`src/rtl/minmax_pkg.sv`:
```
// Shared types and width helpers for the streaming min/max tracker.
package minmax_pkg;

    typedef enum logic [1:0] {
        FIRST,
        ACCUM,
        HOLD
    } state_t;

    // Index outputs keep at least one bit even for single-sample frames.
    function automatic int idx_width(input int n);
        return (n <= 1) ? 1 : $clog2(n);
    endfunction

    function automatic int cnt_width(input int n);
        return $clog2(n + 1);
    endfunction

endpackage

```
`src/rtl/cmp_n.sv`:
```
// Combinational unsigned magnitude compare: gt = a > b, lt = a < b.
module cmp_n #(
    parameter int WIDTH = 2
) (
    input  logic [WIDTH-1:0] a,
    input  logic [WIDTH-1:0] b,
    output logic             gt,
    output logic             lt
);

    assign gt = (a > b);
    assign lt = (a < b);

endmodule

```
`src/rtl/minmax_tracker.sv`:
```
// Streaming unsigned min/max tracker: one registered result per frame,
// reporting the first index at which the max and min occurred.
module minmax_tracker
    import minmax_pkg::*;
#(
    parameter  int WIDTH     = 4,
    parameter  int FRAME_LEN = 8,
    localparam int IDX_W     = idx_width(FRAME_LEN),
    localparam int CNT_W     = cnt_width(FRAME_LEN)
) (
    input  logic             clk,
    input  logic             rst_n,
    input  logic             in_valid,
    output logic             in_ready,
    input  logic [WIDTH-1:0] in_data,
    input  logic             in_last,
    output logic             out_valid,
    input  logic             out_ready,
    output logic [WIDTH-1:0] out_max,
    output logic [WIDTH-1:0] out_min,
    output logic [IDX_W-1:0] out_max_idx,
    output logic [IDX_W-1:0] out_min_idx,
    output logic [CNT_W-1:0] out_count
);

    state_t           state, next_state;
    logic [CNT_W-1:0] count, nxt_count;
    logic [WIDTH-1:0] cur_max, cur_min, nxt_max, nxt_min;
    logic [IDX_W-1:0] cur_max_idx, cur_min_idx, nxt_max_idx, nxt_min_idx;
    logic             take, frame_done;
    logic             gt_max, lt_max, gt_min, lt_min;
    logic             new_max, new_min;

    cmp_n #(.WIDTH(WIDTH)) u_cmp_max (
        .a  (in_data),
        .b  (cur_max),
        .gt (gt_max),
        .lt (lt_max)
    );

    cmp_n #(.WIDTH(WIDTH)) u_cmp_min (
        .a  (in_data),
        .b  (cur_min),
        .gt (gt_min),
        .lt (lt_min)
    );

    // Strict compares only, so a tie keeps the earlier index.
    assign new_max = gt_max && !lt_max;
    assign new_min = lt_min && !gt_min;

    assign in_ready  = (state != HOLD);
    assign out_valid = (state == HOLD);
    assign take      = in_valid && in_ready;

    always_comb begin
        next_state  = state;
        nxt_count   = count;
        nxt_max     = cur_max;
        nxt_min     = cur_min;
        nxt_max_idx = cur_max_idx;
        nxt_min_idx = cur_min_idx;
        frame_done  = 1'b0;
        unique case (state)
            FIRST: begin
                if (take) begin
                    nxt_max     = in_data;
                    nxt_min     = in_data;
                    nxt_max_idx = '0;
                    nxt_min_idx = '0;
                    nxt_count   = CNT_W'(1);
                    frame_done  = in_last || (FRAME_LEN == 1);
                    next_state  = frame_done ? HOLD : ACCUM;
                end
            end
            ACCUM: begin
                if (take) begin
                    if (new_max) begin
                        nxt_max     = in_data;
                        nxt_max_idx = IDX_W'(count);
                    end
                    if (new_min) begin
                        nxt_min     = in_data;
                        nxt_min_idx = IDX_W'(count);
                    end
                    nxt_count  = count + 1'b1;
                    frame_done = in_last || (nxt_count == CNT_W'(FRAME_LEN));
                    if (frame_done) begin
                        next_state = HOLD;
                    end
                end
            end
            HOLD: begin
                if (out_ready) begin
                    next_state = FIRST;
                    nxt_count  = '0;
                end
            end
            default: next_state = FIRST;
        endcase
    end

    // Result registers load only on the closing sample, so they keep the
    // previous frame's values while the next frame accumulates.
    always_ff @(posedge clk) begin
        if (!rst_n) begin
            state       <= FIRST;
            count       <= '0;
            cur_max     <= '0;
            cur_min     <= '0;
            cur_max_idx <= '0;
            cur_min_idx <= '0;
            out_max     <= '0;
            out_min     <= '0;
            out_max_idx <= '0;
            out_min_idx <= '0;
            out_count   <= '0;
        end else begin
            state       <= next_state;
            count       <= nxt_count;
            cur_max     <= nxt_max;
            cur_min     <= nxt_min;
            cur_max_idx <= nxt_max_idx;
            cur_min_idx <= nxt_min_idx;
            if (frame_done) begin
                out_max     <= nxt_max;
                out_min     <= nxt_min;
                out_max_idx <= nxt_max_idx;
                out_min_idx <= nxt_min_idx;
                out_count   <= nxt_count;
            end
        end
    end

endmodule
```
`config.mk`:
```
export PLATFORM = sky130hd
export DESIGN_NAME = minmax_tracker
export DESIGN_NICKNAME = d
export VERILOG_FILES = /design/src/rtl/minmax_pkg.sv /design/src/rtl/cmp_n.sv /design/src/rtl/minmax_tracker.sv
export SDC_FILE = /design/constraint.sdc
export NUM_CORES = 1
export LEC_CHECK = 0
export CAP_MARGIN = 10
export CORE_MARGIN = 1
export CORE_UTILIZATION = 25
export CTS_CLUSTER_DIAMETER = 60
export DETAILED_ROUTE_END_ITERATION = 6
export PLACE_DENSITY = 0.47
export SETUP_SLACK_MARGIN = 0.3
export SYNTH_ARGS = -nofsm -noshare
export SYNTH_HDL_FRONTEND = slang
export SYNTH_HIERARCHICAL = 1
export SYNTH_SLANG_ARGS = --single-unit
```
`constraint.sdc`:
```
create_clock -name clk -period 2.48 [get_ports clk]
set_clock_uncertainty 0.1 [all_clocks]
set_input_delay 0.62 -clock clk [delete_from_list [all_inputs] [get_ports clk]]
set_output_delay 0.62 -clock clk [all_outputs]
set_load 0.01 [all_outputs]
```
==> flow_summary_export.csv, run 1 <==
group,metric,value,unit
power,seqPwrFrac,43.1,%
hold_path,hold_path.class,"reg2reg",
finish,layout.nets,270,
yosys,synth_commonest_cells,"38 x dfxtp_1, 18 x nand2_1, 13 x nor2_1, 12 x and2_1, 12 x inv_1",
place,hpwl,3660,µm
finish,n_antenna_cell,0,
yosys,synth-seq-cells,38,
place,post-place-ws,-0.456,ns
yosys,synth_top_area_share,40.1,%
worst_setup_path,worstSetupStartpoint,"in_data[0]",
yosys,synth_area_leader_cell,"dfxtp_1",
cts,cts_num_sinks,38,
worst_setup_path,required,2.56,ns
sta,worstMarginPinSlew,0.330,ns
floorplanning,chipHeight,89.1,µm
global_routing,grt_max_degree,19,
place,portBuffers,28,
global_routing,first_global_vias,1616,
yosys,syn_avg_cell_area,9.35,µm²
route,ant_nets,0,
yosys,synthesis.nets,222,
worst_setup_path,startpoint_type,"primary input",
flow_run,maxCapViolCount,0,
yosys,ys_seq_area_share,40.1,%
cts,cts_buffers,5,
cts,clock_latency,0.29,ns
global_routing,grt_pass1_wl,8160,µm
floorplanning,core-area,7290,µm²
sta,tns,0,ns
outcome,status,"finished clean",
floorplanning,io_pins,29,
route,drcViolationCount,0,
finish,syn2layout_area_growth,45.7,%
yosys,synthCells,203,
power,power_density,545,nW/µm²
worst_setup_path,r2r-start,"cur_max[1]$_SDFF_PN0_",
cts,ctsHtreeMaxLevel,2,
hold_path,worstHoldStart,"cur_max_idx[1]$_SDFF_PN0_",
yosys,syn-cell-area,1900,µm²
yosys,yosys_warnings,6,
worst_setup_path,path_class,"in2reg",
route,avgRoutedWirePerCell,14.6,µm
global_routing,antenna_found_initial,0,
floorplanning,initial_core_util,26.0,%
sta,rsz0062_at_grt,"yes",
cts,cts_tree,"yes",
cts,ctsHoldBuffers,0,
route,num_vias,1642,
worst_setup_path,crit_arrival,2.21,ns
floorplanning,die_w,89.1,µm
power,leakage,1.09,nW
sta,max_freq,0.470,GHz
global_routing,overflow,0,
yosys,synth_area_leaders,"dfxtp_1 40%, ha_1 6.6%, o31ai_2 5.9%",
global_routing,track_usage,13.7,%
worst_setup_path,cp_max_fo,3,
power,p_int,1.09,mW
sta,finalHoldViolCount,0,
power,power_frac_comb,21.2,%
worst_setup_path,cp-end-kind,"flop",
floorplanning,rows,31,
sta,period_needed,2.13,ns
sta,slew_viol_final,0,
finish,fill_cells,779,
route,routed_via_density,4.68,
place,place_congestion,0.745,
yosys,synth.most_common_cell,"dfxtp_1",
route,wirelength,5140,µm
cts,clk_path_buf_depth,2,
cts,cts_root_buf,"clkbuf_8",
sta,setup_slack,0.353,ns
sta,setup_viol,0,
cts,clkTransAtPathRegs,0.08,ns
power,max-vdd-ir-drop,0.289,mV
route,initialDrtViolationCount,34,
sta,finalCritPeriodShare,85.8,%
yosys,async_reset_ff_share,0,%
yosys,ys.flop_type,"dfxtp_1",
sta,slew_headroom,78.0,%
power,p_sw_share,27.5,%
route,drt_pass1_iterations,4,
yosys,synth-edff-count,0,
power,p_switching,0.415,mW
yosys,ys_types,37,
power,clock_power_share,35.6,%
finish,layout-drive-gt1-share,33.3,%
floorplanning,dieArea,7950,µm²
==> what timing repair did <==
item / 4_1_cts / 5_1_grt
endpoints found under the setup margin: 30 / 18
resized for setup: 40 / 14
pin swaps: 8 / 2
setup buffers: 1 / 2
==> routing by layer <==
metal	global-route usage [%]	up-vias	share of wire, %	wire length (µm)
met5	0	-	0	0
met4	4.47	0	0.86	44
met3	3.14	4	4.1	213
met2	22.1	31	47	2390
met1	18.2	793	48	2490
li1	-	814	-	-
==> worst max-delay path, stage by stage <==
cell and delay [ns]:
clkdlybuf4s15_2 0.20, inv_1 0.05, ha_1 0.21, nor2b_4 0.13
o21bai_4 0.06, and2_1 0.15, nand2b_4 0.15, a21oi_4 0.14
buf_4 0.17, mux2i_4 0.25, o31ai_2 0.07
==> path summary, 6_finish.rpt <==
path                                to  slack, ns  cells past startpoint
min reg2reg  cur_max_idx[1]$_SDFF_PN0_       0.38                      2
min          cur_max_idx[1]$_SDFF_PN0_       0.38                      2
max reg2reg    out_max[2]$_SDFFE_PN0P_       0.39                     10
max            out_max[2]$_SDFFE_PN0P_       0.35                     11
==> final cells by class <==
class                      instances  area, µm²  share of cell area (%)
multi-input combinational        141       1250                    45.1
clock inverter                     3       45.0                    1.63
timing repair buffer              52        468                    16.9
sequential                        38        763                    27.6
tap                               99        124                    4.48
clock buffer                       5       68.8                    2.49
inverter                          13       48.8                    1.76
==> through the flow <==
step / std cells / power [mW] / area (µm²) / utilization [%] / hold WS [ns]
global route: 351 / 1.58 / 2770 / 37.9 / 0.404
global placement: 340 / 0.928 / 2440 / 33.5 / 0.360
CTS: 349 / 1.50 / 2690 / 36.9 / 0.383
detailed placement: 340 / 0.928 / 2440 / 33.5 / 0.368
finish: 351 / 1.51 / 2770 / 37.9 / 0.379
floorplan: 203 / 0.818 / 1930 / - / 0.346
==> registers in the layout (all words and copies together) (netlist names) <==
| signal | flops |
|---|---|
| out_min | 4 |
| out_count | 4 |
| cur_min_idx | 3 |
| cur_max_idx | 3 |
| state | 2 |
| count | 4 |
| out_min_idx | 3 |
| out_max_idx | 3 |
| cur_max | 4 |
| out_max | 4 |
| cur_min | 4 |
==> power groups by stage <==
stage	Sequential [mW]	Clock (mW)	Combinational (mW)
floorplan	0.663	0	0.155
global placement	0.663	0	0.265
detailed placement	0.662	0	0.266
CTS	0.649	0.549	0.304
global route	0.653	0.578	0.349
finish	0.650	0.537	0.320
==> kinds of logic after synthesis <==
| kind of cell | synth area share [%] |
|---|---|
| DFF | 40.1 |
| muxes | 7.25 |
| adders and majority gates | 6.59 |
| and+or+nand+nor | 20.6 |
| AOI/OAI and AO/OA | 19.7 |
| buffers and inverters | 5.73 |
==> layout by cell type (no fill, tap or decap), drive strengths merged, types with 2 or more instances in the layout <==
cell	count
mux2i	7
dfxtp	38
a21oi	11
clkdlybuf4s50	22
o211a	2
nor2b	5
ha	10
o21a	2
buf	27
o31ai	9
o22ai	6
inv	13
nand2	18
nor2	13
o21bai	2
nand4	9
nand3	4
o21ai	4
and2	12
dlymetal6s2s	2
a2bb2oi	2
nand3b	2
nand2b	6
clkinvlp	2
clkbuf	5
mux2	6
(Power assumes the default switching activity.)
==> inputs of run 2 (changes only) <==
--- a/config.mk
+++ b/config.mk
@@ -10,6 +10,7 @@
 export CORE_UTILIZATION = 25
 export CTS_CLUSTER_DIAMETER = 60
 export DETAILED_ROUTE_END_ITERATION = 6
+export GPL_TIMING_DRIVEN = 0
 export PLACE_DENSITY = 0.47
 export SETUP_SLACK_MARGIN = 0.3
 export SYNTH_ARGS = -nofsm -noshare
==> run 2 against run 1 <==
  * Utilization down 1.0 points
  * Design area down 2.7%
  * Via count down 2.3%
  * Fmax down 0.47%
  * Register-to-register slack worse by 0.02 ns
  * Flip-flop and latch count unchanged
  * Die area unchanged
  * Count of clock-buffer cells in the layout up 1
  * Clock power down 17%
  * Critical path depth down 1
  * Hold slack about the same
  * Critical path type unchanged
==> flow_summary_export.csv, run 2 (same netlist as run 1, synthesis figures left out) <==
group,metric,value,unit
outcome,status,"finished clean",
global_routing,first_global_vias,1575,
power,leakage,1.02,nW
global_routing,grt_max_degree,13,
worst_setup_path,cp_max_fo,4,
worst_setup_path,cp-end-kind,"flop",
finish,layout_commonest_cell,"dfxtp_1",
power,max-vdd-ir-drop,0.183,mV
worst_setup_path,rrSetupSlack,0.37,ns
place,place_congestion,0.753,
global_routing,overflow,0,
cts,ctsHoldBuffers,0,
finish,fill_cells,783,
hold_path,hold_path.class,"reg2reg",
route,drcViolationCount,0,
finish,final_cell_mix,"36 x dfxtp_1, 22 x clkdlybuf4s50_1, 15 x nand2_1, 13 x nor2_1, 11 x inv_1",
worst_setup_path,required,2.56,ns
cts,cts_num_sinks,38,
floorplanning,dieArea,7950,µm²
route,routed_via_density,4.69,
worst_setup_path,path_class,"in2reg",
sta,slew_headroom,62.9,%
cts,cts_buffers,5,
route,wirelength,5040,µm
cts,ctsHtreeMaxLevel,2,
finish,n_antenna_cell,0,
finish,design_area,2690,µm²
route,num_vias,1604,
place,hpwl,3520,µm
flow_run,maxCapViolCount,0,
worst_setup_path,startpoint_type,"primary input",
sta,rsz0062_at_grt,"no",
sta,setup_viol,0,
sta,period_needed,2.14,ns
sta,slew_viol_final,0,
floorplanning,die_w,89.1,µm
sta,worstMarginPinSlew,0.556,ns
route,ant_nets,0,
global_routing,grt_pass1_wl,8170,µm
worst_setup_path,crit_arrival,2.22,ns
route,avgRoutedWirePerCell,14.7,µm
floorplanning,initial_core_util,26.0,%
cts,cts_root_buf,"clkbuf_8",
hold_path,hold-path-endpoint,"cur_min_idx[2]$_SDFF_PN0_",
finish,multi_input_area,1280,µm²
cts,clkTransAtPathRegs,0.08,ns
sta,finalCritPeriodShare,86.2,%
floorplanning,rows,31,
sta,finalHoldViolCount,0,
hold_path,hold_path_depth,2,
global_routing,antenna_found_initial,0,
finish,final-seq-area,766,µm²
sta,tns,0,ns
floorplanning,chipHeight,89.1,µm
finish,syn2layout_area_growth,41.7,%
floorplanning,io_pins,29,
cts,clock_latency,0.29,ns
floorplanning,core-area,7290,µm²
global_routing,track_usage,13.9,%
place,dpl_cell_area,2330,µm²
worst_setup_path,r2r-start,"cur_max[2]$_SDFF_PN0_",
finish,layout.nets,261,
route,drt_pass1_iterations,4,
power,power_density,525,nW/µm²
cts,cts_tree,"yes",
route,initialDrtViolationCount,57,
finish,layout-drive-gt1-share,30.5,%
sta,max_freq,0.468,GHz
cts,clk_path_buf_depth,2,
place,portBuffers,28,
worst_setup_path,r2r_end,"out_max_idx[0]$_SDFFE_PN0P_",
worst_setup_path,reg2regPathDepth,10,
hold_path,worstHoldStart,"cur_min_idx[2]$_SDFF_PN0_",
==> run 2: critical path, cell delays in order <==
cell	delay, ns
buf_4	0.15
ha_4	0.27
nor2b_4	0.15
o21bai_4	0.09
and2_4	0.15
nand2b_4	0.15
a21oi_4	0.15
buf_6	0.14
o22ai_2	0.06
mux2_1	0.28
==> run 2: layout make-up <==
| class | count | share of cell area, % |
|---|---|---|
| Multi-Input combinational cell | 141 | 47.8 |
| Buffer | 11 | 2.42 |
| Clock inverter | 2 | 0.465 |
| Tap cell | 99 | 4.60 |
| Inverter | 13 | 1.95 |
| Timing Repair Buffer | 32 | 11.3 |
| Clock buffer | 6 | 3.07 |
| Sequential cell | 38 | 28.5 |
==> run 2: stage by stage <==
step	setup WS, ns	instances	hold WS (ns)	total power, mW	utilization [%]
final	0.343	342	0.379	1.41	36.9
after global routing	0.296	342	0.403	1.49	36.9
after detailed placement	-0.469	330	0.365	0.901	32.0
after CTS	0.304	342	0.380	1.38	34.8
after floorplan	0.297	203	0.346	0.818	-
after global placement	-0.469	330	0.370	0.901	32.0
==> run 2: worst max-delay path by stage <==
| stage | from | to | cells after the start |
|---|---|---|---|
| after floorplan | in_data[3] | out_max_idx[2]$_SDFFE_PN0P_ | 8 |
| after global placement | in_data[1] | out_min_idx[1]$_SDFFE_PN0P_ | 9 |
| after detailed placement | in_data[1] | out_min_idx[1]$_SDFFE_PN0P_ | 9 |
| after CTS | in_data[1] | out_min_idx[1]$_SDFFE_PN0P_ | 9 |
| after global routing | in_data[1] | out_max_idx[1]$_SDFFE_PN0P_ | 10 |
| final | in_data[1] | out_max_idx[0]$_SDFFE_PN0P_ | 10 |
==> run 2: what timing repair did <==
item / in CTS / in global routing
gates resized for setup: 37 / 38
pin swaps: 4 / 6
endpoints found under the setup margin: 33 / 25
buffers inserted: 4 / 0
cloned: 0 / 0
endpoints found under the hold margin: 0 / 0
==> run 2: power by group <==
group / total, mW / internal (mW) / leakage (nW) / switching [mW]
clock network: 0.446 / 0.224 / 0.0472 / 0.223
logic: 0.317 / 0.154 / 0.667 / 0.163
registers: 0.649 / 0.631 / 0.310 / 0.0177
total: 1.41 / 1.01 / 1.02 / 0.403
==> run 2: routing by layer <==
layer,global-route usage [%],vias to the layer above,share of wire (%)
met1,18.4,775,48
met4,4.76,0,0.62
met3,3.23,2,4.0
met2,22.3,28,47
met5,0,-,0
li1,-,799,-
==> inputs of run 3 (changes only) <==
--- a/config.mk
+++ b/config.mk
@@ -7,11 +7,11 @@
 export LEC_CHECK = 0
 export CAP_MARGIN = 10
 export CORE_MARGIN = 1
-export CORE_UTILIZATION = 25
+export CORE_UTILIZATION = 48
 export CTS_CLUSTER_DIAMETER = 60
 export DETAILED_ROUTE_END_ITERATION = 6
 export GPL_TIMING_DRIVEN = 0
-export PLACE_DENSITY = 0.47
+export PLACE_DENSITY = 0.77
 export SETUP_SLACK_MARGIN = 0.3
 export SYNTH_ARGS = -nofsm -noshare
 export SYNTH_HDL_FRONTEND = slang
==> run 3 against run 2 <==
  * Fmax fell by 1.3%
  * Register-to-register slack is essentially flat
  * Combinational power up 6.3%
  * Largest power group unchanged
==> flow_summary_export.csv, run 3 (same netlist as run 1, synthesis figures left out) <==
group,metric,value,unit
outcome,status,"finished clean",
cts,clk_path_buf_depth,2,
floorplanning,core-area,3720,µm²
global_routing,busiest_layer,"met2",
finish,syn2layout_area_growth,39.3,%
floorplanning,rows,22,
worst_setup_path,cpMaxStageDelayCell,"ha_4",
worst_setup_path,path_class,"in2reg",
floorplanning,initial_core_util,51.1,%
sta,slew_headroom,53.7,%
global_routing,first_global_vias,1639,
cts,cts_num_sinks,38,
worst_setup_path,cp_common_cell,"buf_4",
global_routing,antenna_found_initial,0,
global_routing,use_met3,4.93,%
sta,period_needed,2.17,ns
sta,rsz0062_at_grt,"no",
worst_setup_path,cp_max_fo,3,
finish,multi_input_area,1290,µm²
power,leakage,1.04,nW
route,initialDrtViolationCount,96,
worst_setup_path,cp-endpoint,"cur_max[3]$_SDFF_PN0_",
power,power_density,541,nW/µm²
global_routing,overflow,0,
floorplanning,dieArea,4210,µm²
place,hpwl,3170,µm
cts,clock_latency,0.29,ns
finish,fill_cells,277,
cts,ctsHoldBuffers,0,
route,drcViolationCount,0,
global_routing,grt_max_degree,13,
route,ant_nets,0,
worst_setup_path,rrSetupSlack,0.38,ns
route,routed_via_density,5.82,
sta,slew_viol_final,0,
floorplanning,die_w,64.9,µm
worst_setup_path,worst_path_largest_cell_delay,0.28,ns
route,avgRoutedWirePerCell,16.5,µm
worst_setup_path,crit_arrival,2.22,ns
hold_path,hold_path.class,"reg2reg",
worst_setup_path,path_cells,"buf_4 -> ha_4 -> nand2_4 -> o21bai_4 -> and2_4 -> buf_4 -> nor2b_2 -> o21ai_2 -> a21oi_1 -> nor2_1",
finish,finalNonFillerCells,291,
sta,max_freq,0.462,GHz
global_routing,grtUsageMet1,28.8,%
cts,cts_buffers,5,
global_routing,grt_pass1_wl,7640,µm
route,drt_pass1_iterations,4,
cts,ctsHtreeMaxLevel,2,
worst_setup_path,r2r-start,"cur_max[2]$_SDFF_PN0_",
worst_setup_path,r2r_end,"cur_max[3]$_SDFF_PN0_",
finish,layout_commonest_cell,"dfxtp_1",
finish,layout.nets,261,
cts,clkTransAtPathRegs,0.08,ns
sta,finalCritPeriodShare,87.3,%
cts,cts_tree,"yes",
floorplanning,chipHeight,64.9,µm
worst_setup_path,required,2.53,ns
power,max-vdd-ir-drop,0.414,mV
finish,n_antenna_cell,0,
floorplanning,io_pins,29,
flow_run,maxCapViolCount,0,
finish,final-seq-area,767,µm²
global_routing,grtUsageMet2,40.6,%
sta,finalHoldViolCount,0,
finish,layout-drive-gt1-share,30.5,%
power,design_power_total,1.43,mW
worst_setup_path,startpoint_type,"primary input",
place,place_congestion,0.832,
route,wirelength,4800,µm
global_routing,track_usage,24.0,%
place,portBuffers,28,
sta,worstMarginPinSlew,0.695,ns
worst_setup_path,worstSetupStartpoint,"in_data[3]",
sta,fin_hold_ws,0.388,ns
cts,cts_root_buf,"clkbuf_8",
worst_setup_path,cp-end-kind,"flop",
place,place_inst,279,
route,num_vias,1694,
sta,setup_viol,0,
finish,final_cell_mix,"35 x dfxtp_1, 21 x clkdlybuf4s50_1, 14 x nand2_1, 13 x nor2_1, 11 x inv_1",
worst_setup_path,reg2regPathDepth,10,
-- run 3: what timing repair did --
action,CTS,global route
resized for setup,56,15
endpoints found under the hold margin,0,0
setup buffers,3,1
pin swaps,9,5
endpoints found under the setup margin,33,21
-- run 3: report_power, final --
| group | internal [mW] | total [mW] | leakage (nW) | switching (mW) |
|---|---|---|---|---|
| sequential | 0.632 | 0.651 | 0.310 | 0.0197 |
| combinational | 0.165 | 0.337 | 0.679 | 0.172 |
| clock | 0.223 | 0.442 | 0.0472 | 0.218 |
| total | 1.02 | 1.43 | 1.04 | 0.410 |
-- run 3: worst max-delay path: cells and delay by family --
kind,cells,cell delay (ns)
and+or+nand+nor,4,0.47
buffers and inverters,2,0.27
AOI/OAI and AO/OA,3,0.57
adders and majority gates,1,0.28
-- run 3: worst min-delay path by stage --
stage / startpoint / end / depth (start not counted)
2_1_floorplan: cur_max_idx[0]$_SDFF_PN0_ / cur_max_idx[0]$_SDFF_PN0_ / 2
3_3_place_gp: cur_min_idx[0]$_SDFF_PN0_ / cur_min_idx[0]$_SDFF_PN0_ / 2
3_5_place_dp: cur_min_idx[1]$_SDFF_PN0_ / cur_min_idx[1]$_SDFF_PN0_ / 2
4_1_cts: cur_min_idx[1]$_SDFF_PN0_ / cur_min_idx[1]$_SDFF_PN0_ / 2
5_1_grt: out_max[3]$_SDFFE_PN0P_ / out_max[3]$_SDFFE_PN0P_ / 2
6_report: cur_min_idx[0]$_SDFF_PN0_ / cur_min_idx[0]$_SDFF_PN0_ / 2
-- run 3: metal layers --
layer	vias to the layer above	part of all wire, %
li1	798	-
met1	831	44
met2	52	49
met3	13	4.3
met4	0	2.2
met5	-	0
-- run 3: cell type report --
type,count,area share [%]
Multi-Input combinational cell,141,48.9
Sequential cell,38,29.0
Timing Repair Buffer,32,11.9
Clock buffer,6,3.12
Buffer,11,2.37
Tap cell,48,2.27
Inverter,13,1.94
Clock inverter,2,0.473
-- run 3: stage by stage --
stage,setup slack (ns),instance area [µm²],setup TNS (ns),util (%)
after detailed placement,-0.489,2270,-10.28,61.1
after global routing,0.265,2640,0,71.1
after global placement,-0.435,2270,-8.60,61.1
after CTS,0.298,2560,0,69.0
final,0.315,2640,0,71.1
after floorplan,0.297,1930,0,-
